$ cat src/rtl/count_sched.sv
// Round-robin time-sliced scheduler for a shared counter.
// Grants are capped at SLICE cycles and followed by one dead cycle.
module count_sched #(
  parameter int N_REQ = 4,
  parameter int WIDTH = 4,
  parameter int SLICE = 8
) (
  input  logic             clk_i,
  input  logic             rst_ni,
  input  logic [N_REQ-1:0] req_i,
  output logic [N_REQ-1:0] gnt_o,
  output logic             en_o,
  output logic             busy_o,
  output logic             expire_o,
  output logic [WIDTH-1:0] slice_o
);

  localparam int IW = (N_REQ > 1) ? $clog2(N_REQ) : 1;

  localparam logic [1:0] IDLE    = 2'd0;
  localparam logic [1:0] GRANT   = 2'd1;
  localparam logic [1:0] HANDOFF = 2'd2;

  localparam logic [WIDTH-1:0] LAST = WIDTH'(SLICE - 1);
  localparam logic [IW-1:0]    TOP  = IW'(N_REQ - 1);
  localparam logic [IW:0]      NQ   = (IW+1)'(N_REQ);

  logic [1:0]       state_q, state_d;
  logic [IW-1:0]    ptr_q, ptr_d;
  logic [IW-1:0]    gidx_q, gidx_d;
  logic [N_REQ-1:0] gnt_q, gnt_d;
  logic [WIDTH-1:0] slice_q, slice_d;
  logic             exp_q, exp_d;

  logic [IW-1:0]    win;
  logic [N_REQ-1:0] win_oh;
  logic             found;
  logic [IW:0]      sum;
  logic [IW-1:0]    idx;

  logic any_req;
  logic busy;
  logic req_gnt;
  logic rel;
  logic hit_last;
  logic [IW-1:0] ptr_inc;

  // Search upward from ptr with wrap; first asserted bit wins.
  always_comb begin
    win    = '0;
    win_oh = '0;
    found  = 1'b0;
    sum    = '0;
    idx    = '0;
    for (int i = 0; i < N_REQ; i++) begin
      sum = {1'b0, ptr_q} + (IW+1)'(i);
      if (sum >= NQ) begin
        sum = sum - NQ;
      end
      idx = sum[IW-1:0];
      if (!found && req_i[idx]) begin
        found       = 1'b1;
        win         = idx;
        win_oh[idx] = 1'b1;
      end
    end
  end

  assign any_req  = |req_i;
  assign busy     = (state_q == GRANT);
  assign req_gnt  = req_i[gidx_q];
  assign rel      = !req_gnt;
  assign hit_last = (slice_q == LAST);
  assign ptr_inc  = (gidx_q == TOP) ? '0 : gidx_q + 1'b1;

  always_comb begin
    state_d = state_q;
    ptr_d   = ptr_q;
    gidx_d  = gidx_q;
    gnt_d   = gnt_q;
    slice_d = slice_q;
    exp_d   = 1'b0;
    unique case (state_q)
      IDLE, HANDOFF: begin
        if (any_req) begin
          state_d = GRANT;
          gidx_d  = win;
          gnt_d   = win_oh;
          slice_d = '0;
        end else begin
          state_d = IDLE;
          gnt_d   = '0;
        end
      end
      GRANT: begin
        if (rel || hit_last) begin
          // Release wins over expiry, so no pulse then.
          state_d = HANDOFF;
          gnt_d   = '0;
          ptr_d   = ptr_inc;
          exp_d   = !rel;
        end else begin
          slice_d = slice_q + 1'b1;
        end
      end
      default: begin
        state_d = IDLE;
        gnt_d   = '0;
      end
    endcase
  end

  always_ff @(posedge clk_i or negedge rst_ni) begin
    if (!rst_ni) begin
      state_q <= IDLE;
      ptr_q   <= '0;
      gidx_q  <= '0;
      gnt_q   <= '0;
      slice_q <= '0;
      exp_q   <= 1'b0;
    end else begin
      state_q <= state_d;
      ptr_q   <= ptr_d;
      gidx_q  <= gidx_d;
      gnt_q   <= gnt_d;
      slice_q <= slice_d;
      exp_q   <= exp_d;
    end
  end

  assign gnt_o    = gnt_q;
  assign busy_o   = busy;
  assign en_o     = busy & req_gnt;
  assign expire_o = exp_q;
  assign slice_o  = slice_q;

endmodule

$ cat config.mk
export PLATFORM = sky130hd
export DESIGN_NAME = count_sched
export DESIGN_NICKNAME = d
export VERILOG_FILES = /design/src/rtl/count_sched.sv
export SDC_FILE = /design/constraint.sdc
export NUM_CORES = 1
export LEC_CHECK = 0
export ABC_AREA = 1
export BUFFER_PORTS_ARGS = -buffer_cell sky130_fd_sc_hd__buf_2
export CAP_MARGIN = 25
export CELL_PAD_IN_SITES_DETAIL_PLACEMENT = 0
export CELL_PAD_IN_SITES_GLOBAL_PLACEMENT = 1
export CORE_MARGIN = 4
export CORE_UTILIZATION = 30
export DETAILED_ROUTE_END_ITERATION = 8
export MAX_ROUTING_LAYER = met4
export PLACE_DENSITY = 0.72
export SLEW_MARGIN = 10
export SYNTH_ARGS = -nofsm -noshare
export SYNTH_HDL_FRONTEND = slang
export SYNTH_SLANG_ARGS = --single-unit
$ cat constraint.sdc
create_clock -name clk_i -period 2.08 [get_ports clk_i]
set_clock_uncertainty 0.05 [all_clocks]
set_input_delay 0.208 -clock clk_i [delete_from_list [all_inputs] [get_ports clk_i]]
set_output_delay 0.208 -clock clk_i [all_outputs]
set_load 0.02 [all_outputs]
==> impl_metrics.prom, run 1 <==
# TYPE chip_impl_metric gauge
chip_impl_info{name="status",value="complete, no violations"} 1
chip_impl_metric{name="postCtsSetupBuffers",unit=""} 0
chip_impl_info{name="hold_path_class",value="primary input to asynchronous set/reset pin"} 1
chip_impl_metric{name="insertedDiodeCount",unit=""} 0
chip_impl_info{name="layout.cells.most_common",value="sky130_fd_sc_hd__nand2_1"} 1
chip_impl_metric{name="grt_remaining_overflow",unit=""} 0
chip_impl_metric{name="power.density",unit="mW/mm^2"} 1610
chip_impl_metric{name="grt_pass1_vias",unit=""} 927
chip_impl_metric{name="placeableCoreArea",unit="mm^2"} 0.00366
chip_impl_metric{name="totalNegativeSetupSlack",unit="ns"} 0
chip_impl_metric{name="initialDrtViolationCount",unit=""} 101
chip_impl_metric{name="power.ir.vdd_worst",unit="V"} 0.000596
chip_impl_metric{name="drt-total-wl",unit="mm"} 2.45
chip_impl_metric{name="worst_skew_pair.late_latency",unit="ns"} 0.24
chip_impl_metric{name="grt_usage",unit="%"} 11.3
chip_impl_metric{name="critPathRequiredTime",unit="ns"} 2.21
chip_impl_metric{name="postRouteAntennaNets",unit=""} 0
chip_impl_metric{name="synth.distinct_cells",unit=""} 21
chip_impl_metric{name="htree_levels",unit=""} 1
chip_impl_metric{name="post_cts_hold_fix_bufs",unit=""} 1
chip_impl_metric{name="finalMaxSlewViolations",unit=""} 0
chip_impl_info{name="cp-start-kind",value="flop"} 1
chip_impl_metric{name="power.static_leakage",unit="nW"} 0.714
chip_impl_metric{name="slew-limit-headroom",unit="%"} 77.6
chip_impl_metric{name="combPwrFrac",unit="%"} 66.7
chip_impl_metric{name="synth.yosys.seq_area_share",unit="%"} 33.3
chip_impl_metric{name="floorplan.initialDensity",unit="%"} 30.8
chip_impl_metric{name="critPathMaxFanout",unit=""} 11
chip_impl_metric{name="drc",unit=""} 0
chip_impl_metric{name="critical-path-max-stage-delay",unit="ns"} 0.46
chip_impl_metric{name="vias_per_cell",unit=""} 4.65
chip_impl_metric{name="cts.reportedPaths.clkPinSlew",unit="ns"} 0.06
chip_impl_metric{name="buffer_ports.inserted",unit=""} 16
chip_impl_info{name="layout.cells.most_common_list",value="41 x sky130_fd_sc_hd__nand2_1, 16 x sky130_fd_sc_hd__nand3_1, 16 x sky130_fd_sc_hd__buf_2"} 1
chip_impl_metric{name="numClockSinks",unit=""} 15
chip_impl_metric{name="drtPass1Iterations",unit=""} 4
chip_impl_metric{name="r2r_slack",unit="ns"} 0.20
chip_impl_metric{name="wl_per_cell",unit="um"} 11.1
chip_impl_metric{name="die_width",unit="um"} 69.3
chip_impl_metric{name="dpl_cell_area",unit="mm^2"} 0.00128
chip_impl_info{name="cts-root-buf",value="sky130_fd_sc_hd__clkbuf_8"} 1
chip_impl_info{name="tritoncts",value="yes"} 1
chip_impl_metric{name="gp_congestion",unit=""} 0.889
chip_impl_metric{name="layout-drive-gt1-share",unit="%"} 26.7
chip_impl_metric{name="synthToLayoutAreaGrowth",unit="%"} 18.4
chip_impl_metric{name="max_clock_freq",unit="MHz"} 531
chip_impl_metric{name="design.die.area",unit="mm^2"} 0.00481
chip_impl_metric{name="ys_ff_latch",unit=""} 15
chip_impl_metric{name="fill_cells",unit=""} 392
chip_impl_metric{name="switching_share",unit="%"} 53.6
chip_impl_metric{name="finalCritPeriodShare",unit="%"} 90.5
chip_impl_metric{name="grt_pass1_wl",unit="mm"} 4.36
chip_impl_info{name="crit-reg2reg-capture",value="gidx_q[1]$_DFFE_PN0P_"} 1
chip_impl_metric{name="synth.avg_cell_area",unit="um^2"} 7.57
chip_impl_info{name="worstSetupPathType",value="flop to flop"} 1
chip_impl_metric{name="num_rows",unit=""} 22
chip_impl_metric{name="yosys_warnings",unit=""} 0
chip_impl_metric{name="worst_ep_arrival_time",unit="ns"} 2.01
chip_impl_metric{name="worst-slew-pin-transition",unit="ns"} 0.336
chip_impl_info{name="critical_path.endpoint_type",value="flop"} 1
chip_impl_metric{name="dp_hpwl",unit="mm"} 2.01
chip_impl_metric{name="seq_power_share",unit="%"} 22.7
chip_impl_metric{name="dr_total_vias",unit=""} 1024
chip_impl_metric{name="pin_count_of_the_biggest_net_entering_global_routing",unit=""} 16
chip_impl_metric{name="internal-power",unit="mW"} 0.997
chip_impl_metric{name="antenna_found_initial",unit=""} 0
chip_impl_metric{name="final_period_minus_worst_setup_slack",unit="ns"} 1.88
chip_impl_metric{name="cts-root-to-sink-buffers",unit=""} 2
chip_impl_metric{name="synth_area",unit="mm^2"} 0.00113
chip_impl_metric{name="die_y",unit="um"} 69.3
chip_impl_metric{name="timing.reg2reg.worst_path_depth",unit=""} 10
chip_impl_info{name="r2r-start",value="ptr_q[1]$_DFFE_PN0P_"} 1
chip_impl_metric{name="nNetsFinal",unit=""} 188
chip_impl_metric{name="cell_area_after_layout",unit="mm^2"} 0.00134
chip_impl_metric{name="finalSetupViolCount",unit=""} 0
chip_impl_info{name="critical_path_s_slowest_cell",value="sky130_fd_sc_hd__dfrtp_1"} 1
chip_impl_info{name="rsz0062_at_grt",value="no"} 1
chip_impl_metric{name="cts_made_buffers",unit=""} 3
chip_impl_metric{name="syn_inst",unit=""} 149
chip_impl_metric{name="design.portCount",unit=""} 17
chip_impl_metric{name="cts-resized-gates",unit=""} 0
chip_impl_metric{name="netSwitchingPower",unit="mW"} 1.15
chip_impl_metric{name="power.share.clock",unit="%"} 10.6
chip_impl_info{name="worstPathCellList",value="inv_1, ha_1, inv_1, nand2_2, nand2_2, nor2_4, nand2_1, o21ai_0, nor2_1, nor2_1"} 1
chip_impl_metric{name="post_syn_nets",unit=""} 164
chip_impl_metric{name="final_hold_viol_count",unit=""} 0
chip_impl_metric{name="report.power.total",unit="mW"} 2.15
chip_impl_metric{name="cap_viol_max_count",unit=""} 0
==> cell families (layout without fill, tap and decap cells) <==
| logic type | count (synthesis) | count (layout) | synth area share (%) |
|---|---|---|---|
| simple gates | 89 | 89 | 40.2 |
| fa+ha+maj | 9 | 9 | 9.98 |
| flops | 15 | 15 | 33.3 |
| compound gates | 19 | 19 | 9.76 |
| xor+xnor | 1 | 1 | 0.776 |
| buf+inv | 16 | 39 | 5.99 |
==> worst max-delay path, delay by kind of cell (launching register included) <==
kind	cells	cell delay, ns
flops	1	0.46
fa+ha+maj	1	0.37
buf+inv	2	0.19
simple gates	6	0.59
compound gates	1	0.16
==> metrics by stage <==
| stage | cells | hold slack, ns | util (%) | setup slack (ns) |
|---|---|---|---|---|
| finish | 220 | 0.340 | 36.5 | 0.198 |
| global route | 220 | 0.381 | 36.5 | 0.0195 |
| CTS | 220 | 0.347 | 36.5 | 0.197 |
| detailed placement | 215 | 0.0824 | 35.0 | 0.201 |
| global placement | 215 | 0.0822 | 35.0 | 0.257 |
| floorplan | 149 | -0.138 | - | 0.294 |
==> cell usage after synthesis <==
library cell	count	area [um^2]
sky130_fd_sc_hd__o211ai_1	2	15.0
sky130_fd_sc_hd__inv_1	12	45.0
sky130_fd_sc_hd__ha_1	9	113
sky130_fd_sc_hd__nand2_1	41	154
sky130_fd_sc_hd__nand2_2	10	62.6
sky130_fd_sc_hd__nand3_1	16	80.1
sky130_fd_sc_hd__inv_2	3	11.3
sky130_fd_sc_hd__nand3_4	1	17.5
sky130_fd_sc_hd__nor2_2	3	18.8
sky130_fd_sc_hd__nor3_1	1	5.00
sky130_fd_sc_hd__xor2_1	1	8.76
sky130_fd_sc_hd__dfrtp_1	15	375
sky130_fd_sc_hd__o21ai_0	6	30.0
sky130_fd_sc_hd__a21oi_1	7	35.0
sky130_fd_sc_hd__buf_6	1	11.3
sky130_fd_sc_hd__nand3_2	4	40.0
sky130_fd_sc_hd__a21boi_0	4	30.0
sky130_fd_sc_hd__nand4_1	5	31.3
sky130_fd_sc_hd__nand2_4	1	11.3
sky130_fd_sc_hd__nor2_1	6	22.5
sky130_fd_sc_hd__nor2_4	1	11.3
==> state kept, by name (all words and copies together), names as in the netlist <==
name / flops
expire_o: 1
gidx_q: 2
state_q: 2
gnt_o: 4
slice_o: 4
ptr_q: 2
==> cell type report <==
cell class                 instances  area, um^2  share of cell area (%)
multi-input combinational        118         686                    51.3
sequential                        15         375                    28.1
clock inverter                     1        5.00                   0.375
tap                               48        60.1                    4.49
clock buffer                       3        41.3                    3.09
timing repair buffer              20         113                    8.43
inverter                          15        56.3                    4.21
==> per-layer routing <==
| metal | up-vias | track usage, % | routed length, um |
|---|---|---|---|
| li1 | 540 | - | - |
| met1 | 470 | 14.3 | 1150 |
| met2 | 12 | 18.0 | 1230 |
| met3 | 2 | 2.75 | 65 |
| met4 | 0 | 2.60 | 9 |
| met5 | - | - | 0 |
==> power groups by stage <==
| stage | sequential, mW | clock [mW] | combinational, mW |
|---|---|---|---|
| CTS | 0.489 | 0.239 | 1.44 |
| floorplan | 0.538 | 0 | 1.05 |
| detailed placement | 0.493 | 0 | 1.44 |
| finish | 0.487 | 0.228 | 1.43 |
| global route | 0.506 | 0.258 | 1.61 |
| global placement | 0.490 | 0 | 1.43 |
==> how the worst max path moves through the flow <==
stage                         start                     to  cells after the start
6_report       ptr_q[1]$_DFFE_PN0P_  gidx_q[1]$_DFFE_PN0P_                     10
5_1_grt        ptr_q[1]$_DFFE_PN0P_  gidx_q[1]$_DFFE_PN0P_                     10
4_1_cts        ptr_q[1]$_DFFE_PN0P_  gidx_q[1]$_DFFE_PN0P_                     10
3_5_place_dp   ptr_q[1]$_DFFE_PN0P_  gidx_q[1]$_DFFE_PN0P_                     10
3_3_place_gp   ptr_q[1]$_DFFE_PN0P_  gidx_q[1]$_DFFE_PN0P_                     10
2_1_floorplan  ptr_q[0]$_DFFE_PN0P_  gidx_q[1]$_DFFE_PN0P_                     11
Power figures use the tool's default switching activity.
==> run 2, diff against run 1 <==
--- a/config.mk
+++ b/config.mk
@@ -13,6 +13,8 @@
 export CORE_MARGIN = 4
 export CORE_UTILIZATION = 30
 export DETAILED_ROUTE_END_ITERATION = 8
+export GPL_ROUTABILITY_DRIVEN = 0
+export GPL_TIMING_DRIVEN = 0
 export MAX_ROUTING_LAYER = met4
 export PLACE_DENSITY = 0.72
 export SLEW_MARGIN = 10
==> constraint.sdc (replaced) <==
create_clock -name clk_i -period 2.08 [get_ports clk_i]
set_clock_uncertainty 0.05 [all_clocks]
set_input_delay 0.104 -clock clk_i [delete_from_list [all_inputs] [get_ports clk_i]]
set_output_delay 0.104 -clock clk_i [all_outputs]
set_load 0.02 [all_outputs]
==> run 2 against run 1 <==
Against the previous run:
- combinational power is essentially flat
- final cell count is 0.91% lower
- power grew 0.82%
- setup slack got worse by 0.052 ns
- utilization is essentially flat
- clock-buffer cell count unchanged
- largest power group unchanged
==> impl_metrics.prom, run 2 (synthesis results as in run 1) <==
# TYPE chip_impl_metric gauge
chip_impl_metric{name="worst-slew-pin-transition",unit="ns"} 0.329
chip_impl_metric{name="synthToLayoutAreaGrowth",unit="%"} 18.3
chip_impl_metric{name="drtPass1Iterations",unit=""} 4
chip_impl_metric{name="cts_made_buffers",unit=""} 3
chip_impl_metric{name="numClockSinks",unit=""} 15
chip_impl_info{name="worstSetupPathType",value="flop to flop"} 1
chip_impl_metric{name="power.density",unit="mW/mm^2"} 1620
chip_impl_metric{name="drt-total-wl",unit="mm"} 2.41
chip_impl_metric{name="dp_hpwl",unit="mm"} 1.99
chip_impl_metric{name="pin_count_of_the_biggest_net_entering_global_routing",unit=""} 16
chip_impl_metric{name="floorplan.initialDensity",unit="%"} 30.8
chip_impl_metric{name="postRouteAntennaNets",unit=""} 0
chip_impl_metric{name="grt_pass1_vias",unit=""} 941
chip_impl_info{name="hold_path_class",value="primary input to asynchronous set/reset pin"} 1
chip_impl_metric{name="critical-path-max-stage-delay",unit="ns"} 0.49
chip_impl_metric{name="layout-drive-gt1-share",unit="%"} 27.6
chip_impl_metric{name="max_clock_freq",unit="MHz"} 517
chip_impl_info{name="status",value="complete, no violations"} 1
chip_impl_metric{name="cell_area_after_layout",unit="mm^2"} 0.00134
chip_impl_metric{name="initialDrtViolationCount",unit=""} 23
chip_impl_metric{name="die_width",unit="um"} 69.3
chip_impl_metric{name="slew-limit-headroom",unit="%"} 78.0
chip_impl_metric{name="dpl_cell_area",unit="mm^2"} 0.00127
chip_impl_metric{name="dr_total_vias",unit=""} 1008
chip_impl_metric{name="power.static_leakage",unit="nW"} 0.700
chip_impl_metric{name="totalNegativeSetupSlack",unit="ns"} 0
chip_impl_metric{name="timing.hold.ws",unit="ns"} 0.231
chip_impl_metric{name="critPathMaxFanout",unit=""} 11
chip_impl_metric{name="die_y",unit="um"} 69.3
chip_impl_metric{name="cts-root-to-sink-buffers",unit=""} 2
chip_impl_metric{name="antenna_found_initial",unit=""} 0
chip_impl_metric{name="critPathRequiredTime",unit="ns"} 2.17
chip_impl_metric{name="grt_remaining_overflow",unit=""} 0
chip_impl_metric{name="buffer_ports.inserted",unit=""} 16
chip_impl_info{name="layout.cells.most_common",value="sky130_fd_sc_hd__nand2_1"} 1
chip_impl_metric{name="cap_viol_max_count",unit=""} 0
chip_impl_metric{name="vias_per_cell",unit=""} 4.62
chip_impl_info{name="critical_path.endpoint_type",value="flop"} 1
chip_impl_metric{name="nNetsFinal",unit=""} 186
chip_impl_metric{name="finalMaxSlewViolations",unit=""} 0
chip_impl_metric{name="final_hold_viol_count",unit=""} 0
chip_impl_metric{name="grt_pass1_wl",unit="mm"} 4.19
chip_impl_metric{name="design.portCount",unit=""} 17
chip_impl_info{name="tritoncts",value="yes"} 1
chip_impl_info{name="layout.cells.most_common_list",value="41 x sky130_fd_sc_hd__nand2_1, 16 x sky130_fd_sc_hd__nand3_1, 16 x sky130_fd_sc_hd__buf_2"} 1
chip_impl_metric{name="fill_cells",unit=""} 377
chip_impl_metric{name="power.ir.vdd_worst",unit="V"} 0.000545
chip_impl_metric{name="insertedDiodeCount",unit=""} 0
chip_impl_metric{name="design.die.area",unit="mm^2"} 0.00481
chip_impl_metric{name="postCtsSetupBuffers",unit=""} 0
chip_impl_metric{name="finalCritPeriodShare",unit="%"} 93.0
chip_impl_metric{name="worst_skew_pair.late_latency",unit="ns"} 0.25
chip_impl_info{name="cts-root-buf",value="sky130_fd_sc_hd__clkbuf_8"} 1
chip_impl_metric{name="placeableCoreArea",unit="mm^2"} 0.00366
chip_impl_metric{name="ff_latch_area",unit="um^2"} 378
chip_impl_metric{name="num_rows",unit=""} 22
chip_impl_metric{name="area_of_the_multi_input_gates",unit="um^2"} 691
chip_impl_metric{name="grt_usage",unit="%"} 10.8
chip_impl_metric{name="final_period_minus_worst_setup_slack",unit="ns"} 1.93
chip_impl_metric{name="worst_ep_arrival_time",unit="ns"} 2.02
chip_impl_info{name="rsz0062_at_grt",value="no"} 1
chip_impl_metric{name="finalSetupViolCount",unit=""} 0
chip_impl_metric{name="htree_levels",unit=""} 1
chip_impl_metric{name="wl_per_cell",unit="um"} 11.1
chip_impl_metric{name="drc",unit=""} 0
chip_impl_metric{name="cts.reportedPaths.clkPinSlew",unit="ns"} 0.06
chip_impl_info{name="critical_path_s_slowest_cell",value="sky130_fd_sc_hd__dfrtp_2"} 1
chip_impl_info{name="cp-start-kind",value="flop"} 1
chip_impl_info{name="worstPathCellList",value="inv_2, ha_1, inv_1, nand2_2, nand2_2, nor2_4, buf_6, nand3_2, nand3_2, nor2_1, nor2_1"} 1
run 2: worst max-delay path, delay by kind of cell, from the launching register on:
kind / cells / cell delay, ns
and+or+nand+nor: 7 / 0.49
DFF: 1 / 0.49
adders and majority gates: 1 / 0.38
buffers and inverters: 3 / 0.40
run 2: repair_timing:
action | CTS | global route
gates resized for setup | 1 | 3
hold buffers | 1 | 0
endpoints found under the setup margin | 5 | 6
pin swaps | 0 | 0
hold endpoints to repair | 15 | 0
run 2: final timing paths:
kind | start | endpoint | slack (ns) | cells past startpoint
setup / recovery | ptr_q[0]$_DFFE_PN0P_ | gidx_q[1]$_DFFE_PN0P_ | 0.15 | 11
hold / removal | rst_ni | expire_o$_DFF_PN0_ | 0.23 | 2
setup reg to reg | ptr_q[0]$_DFFE_PN0P_ | gidx_q[1]$_DFFE_PN0P_ | 0.15 | 11
hold reg to reg | gnt_o[1]$_DFFE_PN0P_ | gnt_o[1]$_DFFE_PN0P_ | 0.43 | 2
max in group asynchronous | rst_ni | ptr_q[0]$_DFFE_PN0P_ | 1.48 | 2
min in group clk_i | req_i[3] | expire_o$_DFF_PN0_ | 0.26 | 5
run 2: area by class of cell:
class / count / share of cell area (%)
clock buffer: 3 / 3.09
multi-input combinational: 118 / 51.7
clock inverter: 1 / 0.562
tap: 48 / 4.50
inverter: 15 / 4.22
timing repair buffer: 17 / 6.75
sequential: 15 / 28.3
buffer: 1 / 0.843
run 2: per-stage QoR:
| step | worst slack, ns | instances | utilization, % | total power [mW] |
|---|---|---|---|---|
| finish | 0.146 | 218 | 36.5 | 2.17 |
| global route | 0.000109 | 218 | 36.5 | 2.39 |
| floorplan | 0.294 | 149 | - | 1.59 |
| detailed placement | -0.00429 | 213 | 34.7 | 1.91 |
| CTS | 0.0451 | 218 | 36.3 | 2.16 |
| global placement | 0.00111 | 213 | 34.7 | 1.90 |
run 2: routing by layer:
metal	GRT usage [%]	up-vias	part of all wire [%]
li1	-	534	-
met2	17.8	12	50
met3	3.77	2	4.2
met1	12.7	460	45
met5	-	-	0
met4	2.17	0	0.37
run 2: where the power goes:
group          internal, mW  switching, mW  total (mW)
Sequential            0.398          0.117       0.515
Combinational         0.476          0.935        1.41
Clock                 0.134          0.105       0.239
Total                  1.01           1.16        2.17
